===== config.mk =====
export PLATFORM = sky130hd
export DESIGN_NAME = rf_hop_sched
export DESIGN_NICKNAME = d
export VERILOG_FILES = /design/src/rtl/rf_hop_sched.sv
export SDC_FILE = /design/constraint.sdc
export NUM_CORES = 1
export LEC_CHECK = 0
export ABC_AREA = 1
export BUFFER_PORTS_ARGS = -buffer_cell sky130_fd_sc_hd__buf_2
export CORE_ASPECT_RATIO = 0.6
export CORE_UTILIZATION = 55
export CTS_CLUSTER_DIAMETER = 120
export CTS_CLUSTER_SIZE = 24
export DETAILED_ROUTE_END_ITERATION = 10
export PLACE_DENSITY = 0.71
export RECOVER_POWER = 50
export SLEW_MARGIN = 30
export SYNTH_ARGS = -nofsm -noshare
export SYNTH_HDL_FRONTEND = slang
export SYNTH_SLANG_ARGS = --single-unit

===== constraint.sdc =====
create_clock -name clk -period 1.6 [get_ports clk]
set_input_delay 0.24 -clock clk [delete_from_list [all_inputs] [get_ports clk]]
set_output_delay 0.24 -clock clk [all_outputs]
set_load 0.02 [all_outputs]

===== src/rtl/rf_hop_sched.sv =====
// Frequency-hop scheduler: table of frequency words issued per pre-CPI edge.
// Optional pseudo-random hop order when RF_HOP_LFSR_EN is defined.
module rf_hop_sched #(
    parameter int FREQ_W     = 16,
    parameter int DEPTH      = 16,
    parameter int IDX_W      = 4,
    parameter int SETTLE_CYC = 200
`ifdef RF_HOP_LFSR_EN
    ,
    parameter logic [7:0] LFSR_SEED = 8'hA5
`endif
) (
    input  logic              clk,
    input  logic              rst_n,
    input  logic              i_tbl_wr,
    input  logic [IDX_W-1:0]  i_tbl_addr,
    input  logic [FREQ_W-1:0] i_tbl_data,
    input  logic [IDX_W:0]    i_tbl_len,
    input  logic              i_init,
    input  logic              i_stop,
    input  logic              i_pre_cpi,
    input  logic              i_tx_over_flag,
    output logic [FREQ_W-1:0] o_rf_freq,
    output logic              o_rf_freq_vld,
    output logic              o_settle_done,
    output logic [IDX_W-1:0]  o_hop_idx,
    output logic              o_busy,
    output logic              o_err_overrun
);

    localparam int CNT_W = (SETTLE_CYC > 1) ? $clog2(SETTLE_CYC) : 1;
    localparam logic [IDX_W:0] LEN_MAX = (IDX_W+1)'(DEPTH);

    typedef enum logic [2:0] {
        S_IDLE,
        S_ARMED,
        S_ISSUE,
        S_SETTLE,
        S_WAIT_TX
    } state_t;

    state_t             state_q, state_d;
    logic [FREQ_W-1:0]  tbl_q [DEPTH];
    logic [IDX_W:0]     len_q, len_in;
    logic [IDX_W-1:0]   idx_q, idx_nxt;
    logic [CNT_W-1:0]   cnt_q;
    logic               pre_d, pre_edge;
    logic               init_acc, issue_go, tx_acc, ovr_set;

    assign pre_edge = i_pre_cpi & ~pre_d;
    assign o_busy   = state_q inside {S_ISSUE, S_SETTLE, S_WAIT_TX};
    assign init_acc = i_init & ~i_stop &
                      (state_q == S_IDLE || state_q == S_ARMED);
    assign issue_go = (state_q == S_ARMED) & pre_edge & ~i_init & ~i_stop;
    assign tx_acc   = (state_q == S_WAIT_TX) & i_tx_over_flag & ~i_stop;
    assign ovr_set  = o_busy & pre_edge & ~i_stop;

    assign o_rf_freq_vld = (state_q == S_ISSUE);
    assign o_settle_done = (state_q == S_SETTLE) && (cnt_q == '0);

    always_comb begin
        len_in = i_tbl_len;
        if (i_tbl_len == '0)
            len_in = (IDX_W+1)'(1);
        else if (i_tbl_len > LEN_MAX)
            len_in = LEN_MAX;
    end

`ifdef RF_HOP_LFSR_EN
    localparam int MW = (IDX_W + 1 > 8) ? IDX_W + 1 : 8;
    logic [7:0]    lfsr_q, lfsr_adv;
    logic [MW-1:0] lfsr_mod;

    // taps for x^8+x^6+x^5+x^4+1
    assign lfsr_adv = {lfsr_q[6:0],
                       lfsr_q[7] ^ lfsr_q[5] ^ lfsr_q[4] ^ lfsr_q[3]};
    assign lfsr_mod = MW'(lfsr_adv) % MW'(len_q);
    assign idx_nxt  = lfsr_mod[IDX_W-1:0];

    always_ff @(posedge clk or negedge rst_n) begin
        if (!rst_n)
            lfsr_q <= LFSR_SEED;
        else if (init_acc)
            lfsr_q <= LFSR_SEED;
        else if (tx_acc)
            lfsr_q <= lfsr_adv;
    end
`else
    assign idx_nxt = ({1'b0, idx_q} == len_q - 1'b1) ? '0 : idx_q + 1'b1;
`endif

    always_comb begin
        state_d = state_q;
        unique case (state_q)
            S_IDLE:    if (i_init) state_d = S_ARMED;
            S_ARMED:   if (!i_init && pre_edge) state_d = S_ISSUE;
            S_ISSUE:   state_d = S_SETTLE;
            S_SETTLE:  if (cnt_q == '0) state_d = S_WAIT_TX;
            S_WAIT_TX: if (i_tx_over_flag) state_d = S_ARMED;
            default:   state_d = S_IDLE;
        endcase
        if (i_stop)
            state_d = S_IDLE;
    end

    always_ff @(posedge clk or negedge rst_n) begin
        if (!rst_n) begin
            for (int i = 0; i < DEPTH; i++)
                tbl_q[i] <= '0;
        end else if (i_tbl_wr) begin
            tbl_q[i_tbl_addr] <= i_tbl_data;
        end
    end

    always_ff @(posedge clk or negedge rst_n) begin
        if (!rst_n) begin
            state_q       <= S_IDLE;
            pre_d         <= 1'b0;
            len_q         <= (IDX_W+1)'(1);
            idx_q         <= '0;
            cnt_q         <= '0;
            o_rf_freq     <= '0;
            o_hop_idx     <= '0;
            o_err_overrun <= 1'b0;
        end else begin
            state_q <= state_d;
            pre_d   <= i_pre_cpi;
            if (init_acc) begin
                len_q <= len_in;
                idx_q <= '0;
            end else if (tx_acc) begin
                idx_q <= idx_nxt;
            end
            // table read here is the pre-write value on a same-cycle write
            if (issue_go) begin
                o_rf_freq <= tbl_q[idx_q];
                o_hop_idx <= idx_q;
            end
            if (i_stop)
                cnt_q <= '0;
            else if (state_q == S_ISSUE)
                cnt_q <= CNT_W'(SETTLE_CYC - 1);
            else if (state_q == S_SETTLE && cnt_q != '0)
                cnt_q <= cnt_q - 1'b1;
            if (init_acc)
                o_err_overrun <= 1'b0;
            else if (ovr_set)
                o_err_overrun <= 1'b1;
        end
    end

endmodule


==> metrics.txt, run 1 <==
EDFF count, synth=0; Overflow after GRT=0; Critical Path, Cell by Cell=inv_1 > nand2_1 > nor2_2 > nand2_1 > nor2_2 > buf_6; Num Clock Sinks=298; non-filler cells, final=2352; Core Footprint=0.0255 mm^2; clk root buf=clkbuf_16; post-synthesis sequential area ratio=0.518; drc violations=0; first-pass GRT wire length=65400 um; RSZ-0062 raised after global routing=yes; Fillers=roughly 2100; Global Route Usage Sum=0.312; DRT Pass-1 Iters=6; PortBufs=55; post-synthesis cell type count=29; DP Wirelength=24300 um; FF-to-FF path depth=8; #FFs+latches synth=298; layout cell share with drive strength beyond 1=0.133; Leak=8.71 nW; max capacitance violation total=0; fin nets=2030; via count=13000; CP max stage delay=0.42 ns; Mapped Cells=around 1900; Worst Setup SP=cnt_q[3]; Yosys top cell area share=0.516; post-layout util=0.661; DIE AREA=0.0268 mm^2; dpl cell area=0.0154 mm^2; final RePlAce weighted congestion=0.860; Worst-Skew Late Latency=~0.53 ns; Tmin final=approximately 2.0 ns; Final Cycle Share=1.24; TritonCTS clock tree=done; clock skew=0.0147 ns; fin area=0.0169 mm^2; area leader, netlist=dfrtp_1; pin slew with the least headroom to its limit=1.35 ns; initial core utilization=0.564; largest net degree at the start of global routing=62; max-slew violations=0; FFs w/ async S/R, synth=1.00; worst reg2reg setup slack=-0.04 ns; Worst Path Required=1.36 ns; # placed instances=around 2300; crit start category=register; Net Count, Synth=1958; reg2reg start=idx_q[0]; Layout area overhead=17.1%; failing checks=setup timing; hold crit path type=in -> reg; top post-synthesis cells by area=dfrtp_1, nand2_1, o21ai_0, nand3_1, inv_1; Max-slew headroom=0.102; FP Rows=45; Yosys Warn Count=0; f_max=503 MHz; io pins=56; Peak supply drop=0.605 mV; number of global-route vias before repair=11900; initial antenna violation count=1; ANT nets after route=0; Setup WS post-layout=-0.388 ns; Num CTS Buffers=16; CP endpoint kind=output port; peak fanout along the critical path=3; vias per inst=between 5 and 6; Power per Cell Area=around 1100 mW/mm^2; count leader, synth=nand2_1; Reg-to-Reg End=idx_q[0]; Hold Vio Cnt, Final=0; H-tree depth=1; Starting DRT DRC Count=around 1800; Total Wirelength=approximately 43000 um; Hold WS=0.0248 ns; Die X=211 um; worst setup path class=reg -> out; Slowest-stage cell, CP=dfrtp_1; Synth top cells by count=nand2_1, dfrtp_1, o21ai_0; clock transition at the registers of the reported paths=0.10 ns; status=finished with violations; Setup crit end=o_settle_done; Clock Path Buffers=3; Worst Path Arrival=1.75 ns; Synth Cell Area=0.0144 mm^2; most common flop cell mapped by yosys=dfrtp_1; Syn Area/Cell=7.49 um^2; DR WL/cell=18.5 um; Final Setup Violations=6; Die Span Y=127 um
## worst min path at each step
stage                    from    endpoint  slack [ns]  cells past startpoint
3_3_place_gp            rst_n  tbl_q[150]        0.19                      1
6_report        i_tbl_data[3]  tbl_q[131]        0.02                      3
4_1_cts         i_tbl_data[7]  tbl_q[151]       0.002                      3
5_1_grt        i_tbl_data[14]  tbl_q[142]        0.03                      3
2_1_floorplan           rst_n    cnt_q[0]       -0.06                      0
3_5_place_dp            rst_n  tbl_q[150]        0.17                      1
## cell families after synthesis
group / Yosys count / share of synthesized area
AO/OA/AOI/OAI: 283 / 0.0995
XOR/XNOR: 6 / 0.00365
adder cells (fa/ha/maj): 4 / 0.00348
buffers and inverters: 377 / 0.104
flip-flops: 298 / 0.518
AND/OR/NAND/NOR: 954 / 0.272
## worst max-delay path, delay by kind of cell, from the launching register on
kind / cells / cell delay [ns]
buffers and inverters: 2 / 0.22
AND/OR/NAND/NOR: 4 / 0.59
flip-flops: 1 / 0.42
## sequential cells by signal, indices dropped and copies added, names as in the netlist
| name | flops |
|---|---|
| o_hop_idx | 4 |
| o_err_overrun | 1 |
| tbl_q | 256 |
| cnt_q | 8 |
| idx_q | 4 |
| state_q | 3 |
| pre_d | 1 |
| o_rf_freq | 16 |
| len_q | 5 |
## final cells by class
cell class	instances	area (um^2)	share of cell area
clock inverter	1	16.3	0.000965
clock buffer	22	444	0.0264
timing repair inverter	2	15.0	0.000891
timing repair buffer	175	1780	0.106
inverter	254	973	0.0578
antenna	1	2.50	0.000148
multi-input combinational	1247	5710	0.339
tap	352	440	0.0261
sequential	298	7460	0.443
## cell usage in the layout, fill, tap and decap left out, types with 27 or more instances in the layout
cell         n
nand2_1    666
dfrtp_1    295
o21ai_0    260
inv_1      243
nand3_1    194
buf_2       48
buf_4       45
nand3_2     30
nand2_2     28
clkbuf_16   27
## power breakdown
part / switching [mW] / leakage, nW / internal, mW
combinational: 2.53 / 4.73 / 1.68
clock: 2.51 / 0.223 / 1.98
sequential: 0.850 / 3.76 / 9.09
## per-layer routing
| metal | share of wire | GRT usage | vias to the layer above |
|---|---|---|---|
| met1 | 0.45 | 0.474 | 6149 |
| met3 | 0.11 | 0.0442 | 66 |
| met4 | 0.018 | 0.0754 | 0 |
| met5 | 0 | 0 | - |
| met2 | 0.42 | 0.473 | 679 |
| li1 | - | - | 6117 |
## stage by stage
| step | setup TNS, ns | power [mW] | setup WS (ns) |
|---|---|---|---|
| 2_1_floorplan | 0 | 12.6 | 0.131 |
| 3_3_place_gp | -0.0241 | 13.7 | -0.0241 |
| 3_5_place_dp | -0.0398 | 13.9 | -0.0398 |
| 4_1_cts | -0.537 | 18.4 | -0.306 |
| 5_1_grt | -9.12 | 19.8 | -0.417 |
| 6_report | -0.690 | 18.6 | -0.388 |
## what timing repair did
| item | 4_1_cts | 5_1_grt |
|---|---|---|
| gates resized for setup | 22 | 101 |
| gates cloned | 0 | 16 |
| pin swaps | 5 | 37 |
| setup buffers | 15 | 20 |
| hold buffers | 11 | 0 |
| setup endpoints to repair | 6 | 34 |
| hold endpoints to repair | 59 | 0 |
Power figures use the tool's default switching activity.
==> inputs of run 2 (changes only) <==
MAX_ROUTING_LAYER = met4   (was default)
==> metrics.txt, run 2 (synthesis results as in run 1) <==
initial antenna violation count=0 (-1); clock transition at the registers of the reported paths=0.10 ns (about the same); max-slew violations=0 (unchanged); hold crit path type=in -> reg; Worst Path Arrival=1.71 ns (-0.04 ns); # placed instances=2270 (unchanged); io pins=56 (unchanged); Hold WS=0.0219 ns (-0.00291 ns); Tmin final=1.95 ns (-0.0365 ns); Power per Cell Area=1110 mW/mm^2 (about the same); initial core utilization=0.564 (unchanged); vias per inst=5.57 (+0.65%); Crit path depth=6 (unchanged); Leak=8.72 nW (+0.14%); Final Setup Violations=7 (+1); most frequent cells in the layout=nand2_1, dfrtp_1, o21ai_0; final RePlAce weighted congestion=0.874 (+1.6%); peak fanout along the critical path=3 (unchanged); worst setup path class=reg -> out; RSZ-0062 raised after global routing=yes; Critical Path, Cell by Cell=inv_1 > nand2_1 > nor2_2 > nand2_1 > nor2_2 > buf_6; Largest regs=tbl_q: 256 flops, o_rf_freq: 16 flops, cnt_q: 8 flops; fin area=0.0169 mm^2 (+0.19%); f_max=512 MHz (+1.9%); clock skew=0.0163 ns (+0.00155 ns); layout cell share with drive strength beyond 1=0.134 (+0.00143); pin slew with the least headroom to its limit=1.34 ns (-0.00995 ns); most common library cell in the layout ignoring fill and taps=nand2_1; Starting DRT DRC Count=1577 (-11%); Setup WS post-layout=-0.352 ns (+0.0365 ns); Global Route Usage Sum=0.322 (+0.00986); FP Rows=45 (unchanged); DIE AREA=0.0268 mm^2 (unchanged); Final Cycle Share=1.22 (-0.0228); WP buf/inv=2 (unchanged); Overflow after GRT=0 (unchanged); dpl cell area=0.0154 mm^2 (unchanged); via count=13100 (+0.65%); Max-slew headroom=0.109 (+0.00664); PortBufs=55 (unchanged); Core Footprint=0.0255 mm^2 (unchanged); Worst Path Required=1.36 ns (about the same); DRT Pass-1 Iters=6 (unchanged); crit start category=register; family with the most delay on the worst path=simple AND/OR/NAND/NOR gates; Clock Path Buffers=3 (unchanged); Worst-Skew Late Latency=0.53 ns (about the same); ANT nets after route=0 (unchanged); Largest register FFs=256 (unchanged); DP Wirelength=24300 um (unchanged); Layout area overhead=17.3%; status=finished with violations; CP max stage delay=0.42 ns (about the same); Slowest-stage cell, CP=dfrtp_1; fin nets=2031 (+0.049%); DR WL/cell=18.7 um (+1.1%); max capacitance violation total=0 (unchanged); Die X=211 um (unchanged); worst reg2reg setup slack=-0.05 ns (about the same); FF-to-FF path depth=8 (unchanged); failing checks=setup timing; first-pass GRT wire length=65400 um (about the same); post-layout util=0.662 (+0.00127); cell depth of the worst hold path=3 (unchanged); drc violations=0 (unchanged); non-filler cells, final=2352 (unchanged); Hold Vio Cnt, Final=0 (unchanged); Post-Place Worst Slack=-0.0398 ns (unchanged); clk root buf=clkbuf_16; TritonCTS clock tree=done; total power=18.7 mW (+0.16%); number of global-route vias before repair=11900 (unchanged); Die Span Y=127 um (unchanged); Peak supply drop=0.603 mV (-0.34%); setup TNS=-0.716 ns (-0.0258 ns); # diodes=0 (-1); H-tree depth=1 (unchanged); CP endpoint kind=output port; Num CTS Buffers=16 (unchanged); Total Wirelength=43900 um (+1.1%); Num Clock Sinks=298 (unchanged); Biggest register=tbl_q; largest net degree at the start of global routing=62 (unchanged)
==> run 2: changes by cell type in the layout (fill, tap and decap cells not counted), sizes merged <==
cell,previous run,this run
buf,139,140
diode,1,0
==> run 2: power breakdown <==
group	internal [mW]	total (mW)	switching (mW)	leakage [nW]
combinational	1.69	4.22	2.53	4.74
sequential	9.09	9.95	0.860	3.76
clock	1.98	4.50	2.52	0.223
==> run 2: worst min-delay path, stage by stage <==
cell,delay [ns]
buf_2,0.14
nand2_1,0.06
o21ai_0,0.06
==> run 2: what timing repair did <==
action	CTS	global route
resized for setup	22	99
cloned	0	17
pin swaps	5	36
endpoints found under the hold margin	59	0
endpoints found under the setup margin	6	34
hold buffers	11	0
setup buffers	15	20
==> run 2: path summary, 6_finish.rpt <==
check / from / end
min: i_tbl_data[7] / tbl_q[151]
max: cnt_q[3] / o_settle_done
min in group asynchronous: rst_n / tbl_q[150]
max reg2reg: idx_q[0] / idx_q[0]
max in group asynchronous: rst_n / len_q[2]
min reg2reg: o_rf_freq[10] / o_rf_freq[10]
==> run 2: routing by layer <==
layer | GRT usage | share of wire
met5 | - | 0
met4 | 0.0754 | 0.016
met3 | 0.0442 | 0.11
met2 | 0.474 | 0.43
met1 | 0.474 | 0.45
==> run 2: layout make-up <==
cell class	count	area [um^2]
clock buffers	22	444
flip-flops and latches	298	7460
clock inverters	1	16.3
multi-input cells	1247	5730
repair inverters	2	15.0
inverters	254	976
repair buffers	176	1800
fillers	2120	8620
well taps	352	440
